===== config.mk =====
export PLATFORM = sky130hd
export DESIGN_NAME = dyn_add_reader
export DESIGN_NICKNAME = d
export VERILOG_FILES = /design/src/rtl/dyn_add_reader.sv
export SDC_FILE = /design/constraint.sdc
export NUM_CORES = 1
export LEC_CHECK = 0
export BUFFER_PORTS_ARGS = -buffer_cell sky130_fd_sc_hd__buf_2
export CAP_MARGIN = 20
export CELL_PAD_IN_SITES_DETAIL_PLACEMENT = 0
export CELL_PAD_IN_SITES_GLOBAL_PLACEMENT = 1
export CORE_AREA = 5 5 83 85
export DETAILED_ROUTE_END_ITERATION = 10
export DIE_AREA = 0 0 88 90
export PLACE_DENSITY_LB_ADDON = 0.1
export SLEW_MARGIN = 20
export SYNTH_ARGS = -nofsm -noshare
export SYNTH_HDL_FRONTEND = slang
export SYNTH_SLANG_ARGS = --single-unit

===== constraint.sdc =====
create_clock -name clk -period 19.3 [get_ports clk]
set_input_delay 0.965 -clock clk [delete_from_list [all_inputs] [get_ports clk]]
set_output_delay 0.965 -clock clk [all_outputs]
set_load 0.005 [all_outputs]

===== src/rtl/dyn_add_reader.sv =====
// Requester side of the dynamic adder interface: launches operands into an
// external ripple adder, sizes the wait from the adder's propagate vector and
// returns the captured sum on a valid/ready port.
module dyn_add_reader #(
  parameter int unsigned N               = 8,
  parameter int unsigned CHAIN_PER_CYCLE = 4,
  localparam int unsigned CW             = $clog2(N / CHAIN_PER_CYCLE + 2)
) (
  input  logic          clk,
  input  logic          rst,
  input  logic          in_valid,
  output logic          in_ready,
  input  logic [N-1:0]  in_a,
  input  logic [N-1:0]  in_b,
  input  logic          in_cin,
  output logic          add_enable,
  output logic [N-1:0]  add_a,
  output logic [N-1:0]  add_b,
  output logic          add_cin,
  input  logic [N-1:0]  add_p,
  input  logic [N-1:0]  add_s,
  input  logic          add_cout,
  output logic          out_valid,
  input  logic          out_ready,
  output logic [N-1:0]  out_sum,
  output logic          out_cout,
  output logic [CW-1:0] out_cycles
);

  localparam int unsigned LW = $clog2(N + 1);

  typedef enum logic [1:0] {
    IDLE   = 2'd0,
    LAUNCH = 2'd1,
    WAIT   = 2'd2,
    HOLD   = 2'd3
  } state_t;

  state_t          state, state_next;
  logic [CW-1:0]   cnt;
  logic [LW-1:0]   run_len_c;
  logic [CW-1:0]   launch_w_c;

  // Longest run of consecutive ones: bounds how far a carry can ripple.
  function automatic logic [LW-1:0] longest_run(input logic [N-1:0] p);
    logic [LW-1:0] run;
    logic [LW-1:0] best;
    run  = '0;
    best = '0;
    for (int i = 0; i < int'(N); i++) begin
      if (p[i]) begin
        run = run + LW'(1);
        if (run > best) best = run;
      end else begin
        run = '0;
      end
    end
    return best;
  endfunction

  // Wait length derived from the propagate vector seen during LAUNCH.
  always_comb begin
    run_len_c  = longest_run(add_p);
    launch_w_c = CW'(run_len_c / LW'(CHAIN_PER_CYCLE)) + CW'(1);
  end

  // State register.
  always_ff @(posedge clk) begin
    if (rst) state <= IDLE;
    else     state <= state_next;
  end

  // Next-state decode.
  always_comb begin
    state_next = state;
    case (state)
      IDLE:    if (in_valid)          state_next = LAUNCH;
      LAUNCH:                         state_next = WAIT;
      WAIT:    if (cnt == CW'(1))     state_next = HOLD;
      HOLD:    if (out_ready)         state_next = IDLE;
      default:                        state_next = IDLE;
    endcase
  end

  // Handshake/enable outputs registered from the upcoming state.
  always_ff @(posedge clk) begin
    if (rst) begin
      in_ready   <= 1'b1;
      add_enable <= 1'b0;
    end else begin
      in_ready   <= (state_next == IDLE);
      add_enable <= (state_next == LAUNCH) || (state_next == WAIT);
    end
  end

  // Operand capture, wait counter and result capture.
  always_ff @(posedge clk) begin
    if (rst) begin
      add_a      <= '0;
      add_b      <= '0;
      add_cin    <= 1'b0;
      cnt        <= '0;
      out_valid  <= 1'b0;
      out_sum    <= '0;
      out_cout   <= 1'b0;
      out_cycles <= '0;
    end else begin
      case (state)
        IDLE: begin
          if (in_valid) begin
            add_a   <= in_a;
            add_b   <= in_b;
            add_cin <= in_cin;
          end
        end
        LAUNCH: begin
          cnt        <= launch_w_c;
          out_cycles <= launch_w_c;
        end
        WAIT: begin
          cnt <= cnt - CW'(1);
          if (cnt == CW'(1)) begin
            out_sum   <= add_s;
            out_cout  <= add_cout;
            out_valid <= 1'b1;
          end
        end
        HOLD: begin
          if (out_ready) out_valid <= 1'b0;
        end
        default: ;
      endcase
    end
  end

endmodule


Word-level counts from Yosys, hierarchy flattened
Index checks and enable logic that the tools add are counted.

operators by class
  $add $sub $neg = 9
  mux-type cells = 29
  equality and inequality tests = 8
  reductions and logical operators = 8
  $lt $le $gt $ge = 7

operators by type and width
  kind                   number
  $mux W4                20
  $add A4 B1 Y4 const B  7
  $gt A4 B4 Y1           7
  $pmux W2 S4            1
  $eq A2 B1 Y1 const B   3
  $eq A2 B2 Y1 const B   3
  $mux W2                3
  $logic_not A2 Y1       2
  $ne A2 B2 Y1 const B   2
  $pmux W2 S2            1
  $reduce_and A2 Y1      2
  $reduce_bool A2 Y1     2
  $mux W1                3
  $reduce_and A3 Y1      1
  $add A2 B1 Y2 const B  1
  $pmux W1 S2            1
  $sub A2 B1 Y2 const B  1
  $logic_or A1 B1 Y1     1

word-level totals
  output and inout bits = 31
  register bits after elaboration = 35
  input bits = 38
  word-level logic and storage cells = 72

Logic depth before layout (Yosys ltp)
Gate-level depths: netlist of the first run.

  word-level depth = 25
  mapped depth = 38
  gate-level depth less buffers = 38

Least setup slack after synthesis of the first run
Ideal clock, no wire load.

  kind = input port to flip-flop
  from = input port add_p[0]
  to = register cnt[0]
  stages on the path = 34
  data arrival time = 6.936 ns
  data required time = 19.172 ns
  buffers on the path = 0
  library setup time = 0.128 ns
  path slack = 12.236 ns
  path through = ha_1 > inv_1 > ha_1 > inv_2 > or3_4 > a21oi_4 > ha_1 > o21ai_1 > a21oi_1 > o211ai_2 > mux2i_1 > inv_1 > ha_1 > a21o_1 > maj3_2 > a21oi_4 > nor2_1 > mux2i_1 > ha_1 > nor2b_1 > o21ai_0 > nand2b_1 > a21oi_1 > nor2_1 > nand2_1 > o21a_1 > ha_1 > a21oi_1 > o22ai_1 > o221ai_1 > nor2_1 > a211o_1 > a31oi_1 > nor2_1

between the ends
  longest elaborated chain between the ends = 25
  elaborated cells on any way between the ends = 37
  classes of those cells = add/sub (8); order compare (7); mux (22)

RTL lines
  item                  line  RTL
  start, declared       20    input logic [N-1:0] add_p,
  $mux W1 (*)           51    if (p[i]) begin
  $add A4 B1 Y4         52    run = run + LW'(1);
  $gt A4 B4 Y1          53    if (run > best) best = run;
  $mux W4               53
  $mux W4               51
  $gt A4 B4 Y1          53
  $mux W4               53
  $mux W4               51
  [... 9 more ...]      n/a
  $gt A4 B4 Y1          53
  $mux W4               53
  $mux W4               51
  $gt A4 B4 Y1          53
  $mux W4               53
  $mux W4 (*)           51
  $add A2 B1 Y2 (*)     64    launch_w_c = CW'(run_len_c / LW'(CHAIN_PER_CYCLE)) + CW'(1);
  $pmux W2 S2 (*)       108   case (state)
  end signal, assigned  117   cnt <= launch_w_c;
  end signal, assigned  121   cnt <= cnt - CW'(1);
  end, declared         40    logic [CW-1:0] cnt;

Every way passes the cells marked *; elsewhere a longest branch is shown, timed or not.
A chain may end at the register's enable or synchronous reset.

Final worst setup path of the first run
  from = input port add_p[0]
  to = register cnt[1]

The elaborated chain is that of the path after synthesis.

==> results.tsv, run 1 <==
metric	value	unit
die height	90	um
H-Tree Depth	2	
Worst path max stage delay	0.50	ns
r2r setup slk	17.39	ns
vias in the first global route	2092	
starting density of the core	38.52	%
number of synthesized flops with an enable pin	0	
RR Endpoint	add_enable$_SDFF_PP0_	
fin crit period	7.594	ns
pwr/cell area	83.67	mW/mm2
P_int	0.0001575	W
Commonest cells post-synth	nand2_1 (73), a21oi_1 (40), dfxtp_1 (35)	
Peak VDD IR	0.04383	mV
number of port buffers	68	
CP Data Required Time	19.53	ns
DRT iter0 DRCs	56	
Synth cell types	46	
CP Capture Type	flop	
ranking of synthesized cells by area	dfxtp_1 (30%), ha_1 (14%), nand2_1 (12%), a21oi_1 (8.5%), nor2_1 (3.3%)	
Core ar.	0.006132	mm2
number of detailed-route iterations in the first pass	4	
Hold-fix buffers, CTS	0	
Final period util	39.35	%
drt wl/cell	13.40	um
count leader, synth	nand2_1	
FP Rows	29	
kind of critical path	in2reg	
Seq pwr share	35.8	%
final setup TNS	0	ns
initial antenna violation count	0	
net switching fraction of the power	34.41	%
slowest cell on the critical path	o221ai_1	
Worst-Skew Late Latency	0.29	ns
Yosys top cell area share	29.66	%
Hold Path Cell Cnt	2	
Die W	88	um
final instance area	0.002869	mm2
Vias/cell	4.921	
Reg2Reg Launch Point	state[0]$_SDFF_PP0_	
TritonCTS buffer count	5	
Yosys top cell by area	dfxtp_1	
endpoints failing hold	0	
Syn Nets	376	
Post-CTS Setup Bufs	0	
Placer Congestion	0.8282	
clk buf depth	2	
yosys warns	0	
most frequent CP cell	ha_1	
Gate power share	36.3	%
max-cap violation count	0	
Sw Pwr	0.00008259	W
Clock Power Share	27.9	%
count of cells resized by post-cts repair	0	
Final nets	440	
CTS tree	yes	
Worst Path Max Fanout	9	
CP startpoint kind	input pin	
Post-DP Area	0.002756	mm2
DRT Wirelength	6070	um
P_leak	1.354	nW
Root Buffer	clkbuf_8	
GR Overflow Total	0	
RSZ-0062 raised after global routing	false	
Worst Skew	0.005378	ns
Hold Crit Class	reg2reg	
die area	0.007920	mm2
reg2reg path depth	6	
layout cells sized above 1	24.20	%
area grow syn2layout	21.45	%
first-pass GRT wire length	9963	um
Post-Syn Instances	311	
IO Count	69	
top_reg_cell synth	dfxtp_1	
Clk pin slew, worst setup/hold paths	0.08	ns
register bit total from synthesis	35	
Async SR Flop Fraction	0	%
fin cells	453	
Syn Area/Cell	7.596	um2
min-delay src	add_b[1]$_SDFFE_PP0P_	
vias post-DR	2229	
ANT nets after route	0	
CTS sink count	35	
sequential area share after synthesis	29.66	%
synthesized area	0.002362	mm2
DR DRC count	0	
largest net degree at the start of global routing	37	
status	completed	
DP HPWL	4720	um
Slew Limit Headroom	52.96	%
FMAX	131.7	MHz
GRT Util Overall	15.38	%
Worst Tran Pin Value	0.7056	ns
max-slew violations	0	
Setup Viol. Count Final	0	
placed insts	445	
Hold WS	0.4535	ns
Antenna Cells	0	
WHS Endpoint	add_b[1]$_SDFFE_PP0P_	
critical path data arrival time	7.83	ns
[worst max path at each step]
stage | depth (start not counted) | slack, ns | end | from
finish | 36 | 11.71 | cnt[1]$_SDFFE_PP0P_ | add_p[0]
global route | 36 | 11.02 | cnt[1]$_SDFFE_PP0P_ | add_p[0]
CTS | 36 | 11.72 | cnt[1]$_SDFFE_PP0P_ | add_p[0]
detailed placement | 36 | 11.43 | cnt[1]$_SDFFE_PP0P_ | add_p[0]
global placement | 36 | 11.65 | cnt[1]$_SDFFE_PP0P_ | add_p[0]
floorplan | 34 | 12.24 | cnt[0]$_SDFFE_PP0P_ | add_p[0]
[sequential cells by signal (all words and copies together), names as in the netlist]
signal,cells
out_cout,1
in_ready,1
cnt,2
out_sum,8
out_valid,1
out_cycles,2
state,2
add_a,8
add_b,8
add_enable,1
add_cin,1
[cell usage in the layout (no fill, tap or decap), drive strengths merged, types with 3 or more instances in the layout]
master and instances:
mux2i 5, nand4 3, nor2b 5, o211ai 3, a21boi 3, o21ai 13
and2 6, nand2 73, clkbuf 5, buf 68, xor2 3, inv 19
a21oi 42, ha 27, dfxtp 35, nand3 6, o21a 3, nand2b 7
nor2 22
[stage by stage]
step                      utilization, %   power, W  worst slack, ns
final                              46.79  0.0002401            11.71
after global routing               46.79  0.0002594            11.02
after CTS                          46.79  0.0002428            11.72
after detailed placement           44.95  0.0001750            11.43
after global placement             44.95  0.0001741            11.65
after floorplan                        -  0.0001499            12.24
[power groups by stage]
stage                     Combinational [W]  Sequential, W  Clock (W)
after detailed placement          0.0000874      0.0000876          0
after global routing               0.000100      0.0000872  0.0000719
final                             0.0000872      0.0000858  0.0000670
after global placement            0.0000866      0.0000875          0
after CTS                         0.0000880      0.0000859  0.0000689
after floorplan                   0.0000620      0.0000879          0
[critical path: cells and delay by family]
kind,cells,cell delay (ns)
fa+ha+maj,7,2.00
buf+inv,4,0.31
simple gates,7,1.40
mux,3,0.68
compound gates,15,2.46
[metal layers]
layer / routed length, um / track usage, % / vias to the layer above
li1: - / - / 1181
met1: 2767 / 20.17 / 1003
met2: 2969 / 25.75 / 41
met3: 283 / 2.834 / 4
met4: 49 / 3.581 / 0
met5: 0 / 0 / -
[kinds of logic (layout without fill, tap and decap cells)]
family,count (synthesis),in the layout,synth area share [%]
and+or+nand+nor,126,126,23.68
AOI/OAI and AO/OA,80,80,21.98
buffers and inverters,30,95,4.820
DFF,35,35,29.66
adders and majority gates,28,28,14.78
muxes,7,7,3.231
xor gates and xnor gates,5,5,1.854
[area by class of cell]
class / count / area [um2]
Fill cell: 650 / 3263
Multi-Input combinational cell: 246 / 1548
Sequential cell: 35 / 700.7
Timing Repair Buffer: 68 / 340.3
Tap cell: 77 / 96.34
Inverter: 19 / 71.32
Clock buffer: 5 / 68.82
Clock inverter: 3 / 43.79
Power figures use the tool's default switching activity.
==> inputs of run 2 (changes only) <==
--- a/config.mk
+++ b/config.mk
@@ -9,9 +9,9 @@
 export CAP_MARGIN = 20
 export CELL_PAD_IN_SITES_DETAIL_PLACEMENT = 0
 export CELL_PAD_IN_SITES_GLOBAL_PLACEMENT = 1
-export CORE_AREA = 5 5 83 85
+export CORE_AREA = 5 5 86 88
 export DETAILED_ROUTE_END_ITERATION = 10
-export DIE_AREA = 0 0 88 90
+export DIE_AREA = 0 0 91 93
 export PLACE_DENSITY_LB_ADDON = 0.1
 export SLEW_MARGIN = 20
 export SYNTH_ARGS = -nofsm -noshare
==> constraint.sdc (replaced) <==
create_clock -name clk -period 7.3 [get_ports clk]
set_input_delay 0.365 -clock clk [delete_from_list [all_inputs] [get_ports clk]]
set_output_delay 0.365 -clock clk [all_outputs]
set_load 0.005 [all_outputs]
==> run 2 against run 1 <==
  * Routed wire length fell by 1.9%
  * Die area up 6.9%
  * Core utilization fell by 2.9 points
  * Via count up 0.67%
  * Critical path depth unchanged
  * Final cell count is 0.88% higher
  * Largest power group unchanged
==> results.tsv, run 2 (synthesized netlist as in run 1, its figures left out) <==
metric	value	unit
Clk pin slew, worst setup/hold paths	0.07	ns
Vias/cell	4.910	
number of detailed-route iterations in the first pass	4	
ANT nets after route	0	
Worst path max stage delay	0.39	ns
CP top delay family	compound AO/OA/AOI/OAI gates	
pwr/cell area	213.2	mW/mm2
critical path data arrival time	6.89	ns
WHS Endpoint	add_b[2]$_SDFFE_PP0P_	
drt wl/cell	13.04	um
Worst Path Max Fanout	9	
DRT Wirelength	5957	um
Hold-fix buffers, CTS	0	
Met3 Routed Length	301	um
kind of critical path	in2reg	
fin crit period	6.662	ns
Die W	91	um
GRT Util Overall	14.00	%
r2r setup slk	5.44	ns
number of port buffers	68	
FMAX	150.1	MHz
min-delay src	in_b[2]	
Root Buffer	clkbuf_8	
CP Capture Type	flop	
slowest cell on the critical path	or3_4	
Peak VDD IR	0.1421	mV
Slew Limit Headroom	54.23	%
endpoints failing hold	0	
Setup Viol. Count Final	0	
Post-CTS Setup Bufs	0	
FP Rows	30	
H-Tree Depth	2	
Hold Crit Class	in2reg	
IO Count	69	
max-slew violations	0	
CP startpoint kind	input pin	
CTS tree	yes	
most frequent cells in the layout	nand2_1 (73), buf_2 (68), a21oi_1 (40), dfxtp_1 (35), ha_1 (27)	
initial antenna violation count	0	
Power Total	0.0006141	W
commonest non-fill, non-tap cell in the layout	nand2_1	
Antenna Cells	0	
TritonCTS buffer count	5	
vias in the first global route	2123	
CTS sink count	35	
Final period util	91.27	%
starting density of the core	35.96	%
Hold Path Cell Cnt	3	
layout cells sized above 1	24.93	%
die height	93	um
Final nets	441	
Placer Congestion	0.8573	
largest net degree at the start of global routing	37	
Worst-Skew Late Latency	0.28	ns
CP bufs+invs	4	
Worst Tran Pin Value	0.6866	ns
M1 WL	2728	um
Worst Skew	0.003686	ns
P_leak	1.353	nW
CP Data Required Time	7.53	ns
fin util	43.85	%
DP HPWL	4695	um
met2 wire length	2855	um
DR DRC count	0	
Reg2Reg Launch Point	state[0]$_SDFF_PP0_	
reg2reg path depth	6	
most frequent CP cell	ha_1	
top flop regs	add_a x8, add_b x8, out_sum x8	
clk buf depth	2	
DR top layer	met4	
status	completed	
area grow syn2layout	21.93	%
max-cap violation count	0	
DRT iter0 DRCs	63	
die area	0.008463	mm2
Hold WS	0.3103	ns
final setup TNS	0	ns
first-pass GRT wire length	9908	um
Core ar.	0.006569	mm2
GR Overflow Total	0	
vias post-DR	2244	
RR Endpoint	add_enable$_SDFF_PP0_	
==> run 2: changes by cell type in the layout (fill, tap and decap cells not counted) <==
cell,before,now
clkbuf_8,5,7
buf_4,0,1
bufinv_16,1,0
clkinv_2,1,0
clkinv_4,1,0
clkinvlp_4,0,1
nor2_1,21,20
nor2_2,1,2
o221ai_1,2,1
o221ai_2,0,1
==> run 2: cell type report <==
class                           instances  area, um2
Timing Repair Buffer                   69      347.8
Fill cell                             698       3689
Multi-Input combinational cell        246       1556
Sequential cell                        35      700.7
Clock inverter                          1      7.507
Tap cell                               80      100.1
Clock buffer                            7      96.34
Inverter                               19      71.32
==> run 2: worst reg2reg max path: stages (launching register included) <==
cell and delay (ns):
dfxtp_1 0.42, inv_1 0.11, ha_1 0.31, a211o_1 0.26
o21ai_0 0.24, ha_1 0.28, nor2b_1 0.12
==> run 2: metrics by stage <==
| step | std cells | setup slack, ns | area, um2 |
|---|---|---|---|
| after CTS | 457 | 0.3280 | 2872 |
| after floorplan | 311 | 0.8363 | 2362 |
| after global routing | 457 | -0.004952 | 2880 |
| final | 457 | 0.6376 | 2880 |
| after global placement | 449 | 0.2426 | 2768 |
| after detailed placement | 449 | 0.07021 | 2768 |
==> run 2: timing repair <==
| item | in CTS | in global routing |
|---|---|---|
| endpoints found under the hold margin | 0 | 0 |
| resized for setup | 0 | 2 |
| endpoints found under the setup margin | 0 | 4 |
==> run 2: how the worst max path moves through the flow <==
stage | slack (ns) | to | cells past startpoint | startpoint
after floorplan | 0.84 | cnt[0]$_SDFFE_PP0P_ | 34 | add_p[0]
after global placement | 0.24 | cnt[0]$_SDFFE_PP0P_ | 35 | add_p[0]
after detailed placement | 0.07 | cnt[1]$_SDFFE_PP0P_ | 36 | add_p[0]
after CTS | 0.33 | cnt[1]$_SDFFE_PP0P_ | 36 | add_p[0]
after global routing | -0.005 | cnt[1]$_SDFFE_PP0P_ | 36 | add_p[0]
final | 0.64 | cnt[1]$_SDFFE_PP0P_ | 36 | add_p[0]
==> run 2: layer usage <==
layer | global-route usage [%] | vias up
met5 | 0 | -
met1 | 17.22 | 1010
met4 | 4.034 | 0
met3 | 3.379 | 5
li1 | - | 1186
met2 | 24.22 | 43
==> run 2: power breakdown <==
part           total (W)  leakage (nW)  switching [W]  internal, W
Clock           0.000155        0.0505      0.0000689    0.0000858
Sequential      0.000227         0.286      0.0000119     0.000215
Combinational   0.000233          1.02       0.000131     0.000101
Total           0.000614          1.35       0.000212     0.000402
==> inputs of run 3 (changes only) <==
--- a/config.mk
+++ b/config.mk
@@ -9,10 +9,12 @@
 export CAP_MARGIN = 20
 export CELL_PAD_IN_SITES_DETAIL_PLACEMENT = 0
 export CELL_PAD_IN_SITES_GLOBAL_PLACEMENT = 1
-export CORE_AREA = 5 5 86 88
+export CORE_AREA = 5 5 85 87
+export CTS_BUF_LIST = sky130_fd_sc_hd__clkbuf_2
 export DETAILED_ROUTE_END_ITERATION = 10
-export DIE_AREA = 0 0 91 93
+export DIE_AREA = 0 0 90 92
 export PLACE_DENSITY_LB_ADDON = 0.1
+export SKIP_CTS_REPAIR_TIMING = 1
 export SLEW_MARGIN = 20
 export SYNTH_ARGS = -nofsm -noshare
 export SYNTH_HDL_FRONTEND = slang
==> run 3 against run 2 <==
  * Sequential power about the same
  * Core utilization grew 1.6 points
  * Power fell by 4.1%
  * Design area decreased by 0.91%
  * Critical path depth unchanged
  * Fmax is 0.62% higher
  * Routed wire length shrank 1.2%
  * Sequential share of layout area is 0.22 points higher
  * Combinational power is essentially flat
==> results.tsv, run 3 (synthesized netlist as in run 1, its figures left out) <==
metric	value	unit
status	completed	
die height	92	um
Worst-Skew Late Latency	0.39	ns
DR DRC count	0	
area grow syn2layout	20.82	%
RSZ-0062 raised after global routing	false	
DP HPWL	4644	um
Slew Limit Headroom	56.24	%
CP bufs+invs	5	
slowest cell on the critical path	or3_4	
Multi-input gate area	0.001554	mm2
CP Data Required Time	7.62	ns
most frequent CP cell	ha_1	
kind of critical path	in2reg	
FMAX	151.0	MHz
Power Total	0.0005887	W
GRT Util Overall	14.05	%
pwr/cell area	206.3	mW/mm2
Final period util	90.70	%
Worst Setup SP	add_p[0]	
max-cap violation count	0	
GR Overflow Total	0	
largest net degree at the start of global routing	37	
Vias/cell	4.765	
Worst Tran Pin Value	0.6564	ns
TritonCTS buffer count	5	
clk buf depth	2	
Setup Viol. Count Final	0	
Global Route met1 Usage	20.23	%
ANT nets after route	0	
DRT Wirelength	5885	um
die area	0.008280	mm2
commonest non-fill, non-tap cell in the layout	nand2_1	
layout cells sized above 1	25.07	%
Worst path max stage delay	0.40	ns
met2 usage	20.49	%
CP startpoint kind	input pin	
H-Tree Depth	2	
fin cells	456	
register area	700.7	um2
first-pass GRT wire length	9791	um
vias post-DR	2173	
drt wl/cell	12.91	um
vias in the first global route	2016	
IO Count	69	
CP top delay family	compound AO/OA/AOI/OAI gates	
Worst Skew	0.03247	ns
top flop regs	add_a x8, add_b x8, out_sum x8	
Core ar.	0.006277	mm2
Worst Path Max Fanout	8	
CP Capture Type	flop	
CTS sink count	35	
Root Buffer	clkbuf_2	
Clk pin slew, worst setup/hold paths	0.22	ns
P_leak	1.355	nW
number of port buffers	68	
final setup TNS	0	ns
initial antenna violation count	0	
busiest grt layer	met2	
FP Rows	29	
met3 GRT Util	3.437	%
Fillers	656	
r2r setup slk	5.41	ns
critical path data arrival time	6.94	ns
Die W	90	um
max-slew violations	0	
Hold WS	0.1691	ns
P_int	0.0003763	W
number of detailed-route iterations in the first pass	4	
CTS tree	yes	
min-delay src	in_b[0]	
Hold Crit Class	in2reg	
Reg2Reg Launch Point	state[0]$_SDFF_PP0_	
Peak VDD IR	0.09808	mV
starting density of the core	37.63	%
net switching fraction of the power	36.08	%
Clock Power Share	21.7	%
DRT iter0 DRCs	99	
Seq pwr share	38.5	%
Placer Congestion	0.8625	
placed insts	448	
fin util	45.47	%
most frequent cells in the layout	nand2_1 (73), buf_2 (68), a21oi_1 (40), dfxtp_1 (35), ha_1 (27)	
Gate power share	39.8	%
Final nets	443	
Antenna Cells	0	
endpoints failing hold	0	
fin crit period	6.621	ns
Sw Pwr	0.0002124	W
-- run 3: final timing paths --
| path | to | depth (start not counted) |
|---|---|---|
| hold / removal | add_b[0]$_SDFFE_PP0P_ | 3 |
| setup reg to reg | add_enable$_SDFF_PP0_ | 6 |
| setup / recovery | cnt[1]$_SDFFE_PP0P_ | 36 |
| hold reg to reg | out_sum[2]$_SDFFE_PP0P_ | 2 |
-- run 3: area by class of cell --
| cell class | count | share of cell area [%] |
|---|---|---|
| multi-input cells | 246 | 54.45 |
| flip-flops and latches | 35 | 24.55 |
| repair buffers | 71 | 12.71 |
| well taps | 77 | 3.376 |
| inverters | 19 | 2.499 |
| clock inverters | 3 | 1.534 |
| clock buffers | 5 | 0.8768 |
-- run 3: worst reg2reg max path: cells and delay by family, from the launching register on --
| kind | cells | cell delay (ns) |
|---|---|---|
| simple gates | 1 | 0.12 |
| fa+ha+maj | 2 | 0.61 |
| buf+inv | 1 | 0.11 |
| compound gates | 2 | 0.52 |
| flops | 1 | 0.47 |
-- run 3: power groups by stage --
stage / sequential (W) / combinational, W / clock, W
floorplan: 0.000232 / 0.000164 / 0
global placement: 0.000231 / 0.000234 / 0
detailed placement: 0.000231 / 0.000233 / 0
CTS: 0.000227 / 0.000235 / 0.000133
global route: 0.000231 / 0.000268 / 0.000141
finish: 0.000227 / 0.000234 / 0.000128
-- run 3: routing by layer --
| metal | routed length, um | vias up | part of all wire, % |
|---|---|---|---|
| met4 | 74 | 0 | 1.3 |
| li1 | - | 1192 | - |
| met2 | 2588 | 41 | 44 |
| met3 | 262 | 7 | 4.5 |
| met1 | 2960 | 933 | 50 |
| met5 | 0 | - | 0 |
-- run 3: metrics by stage --
stage / setup WS, ns / cell area [um2]
after floorplan: 0.8363 / 2362
after global placement: 0.3308 / 2779
after detailed placement: 0.1838 / 2779
after CTS: 0.5966 / 2848
after global routing: 0.1411 / 2854
final: 0.6790 / 2854
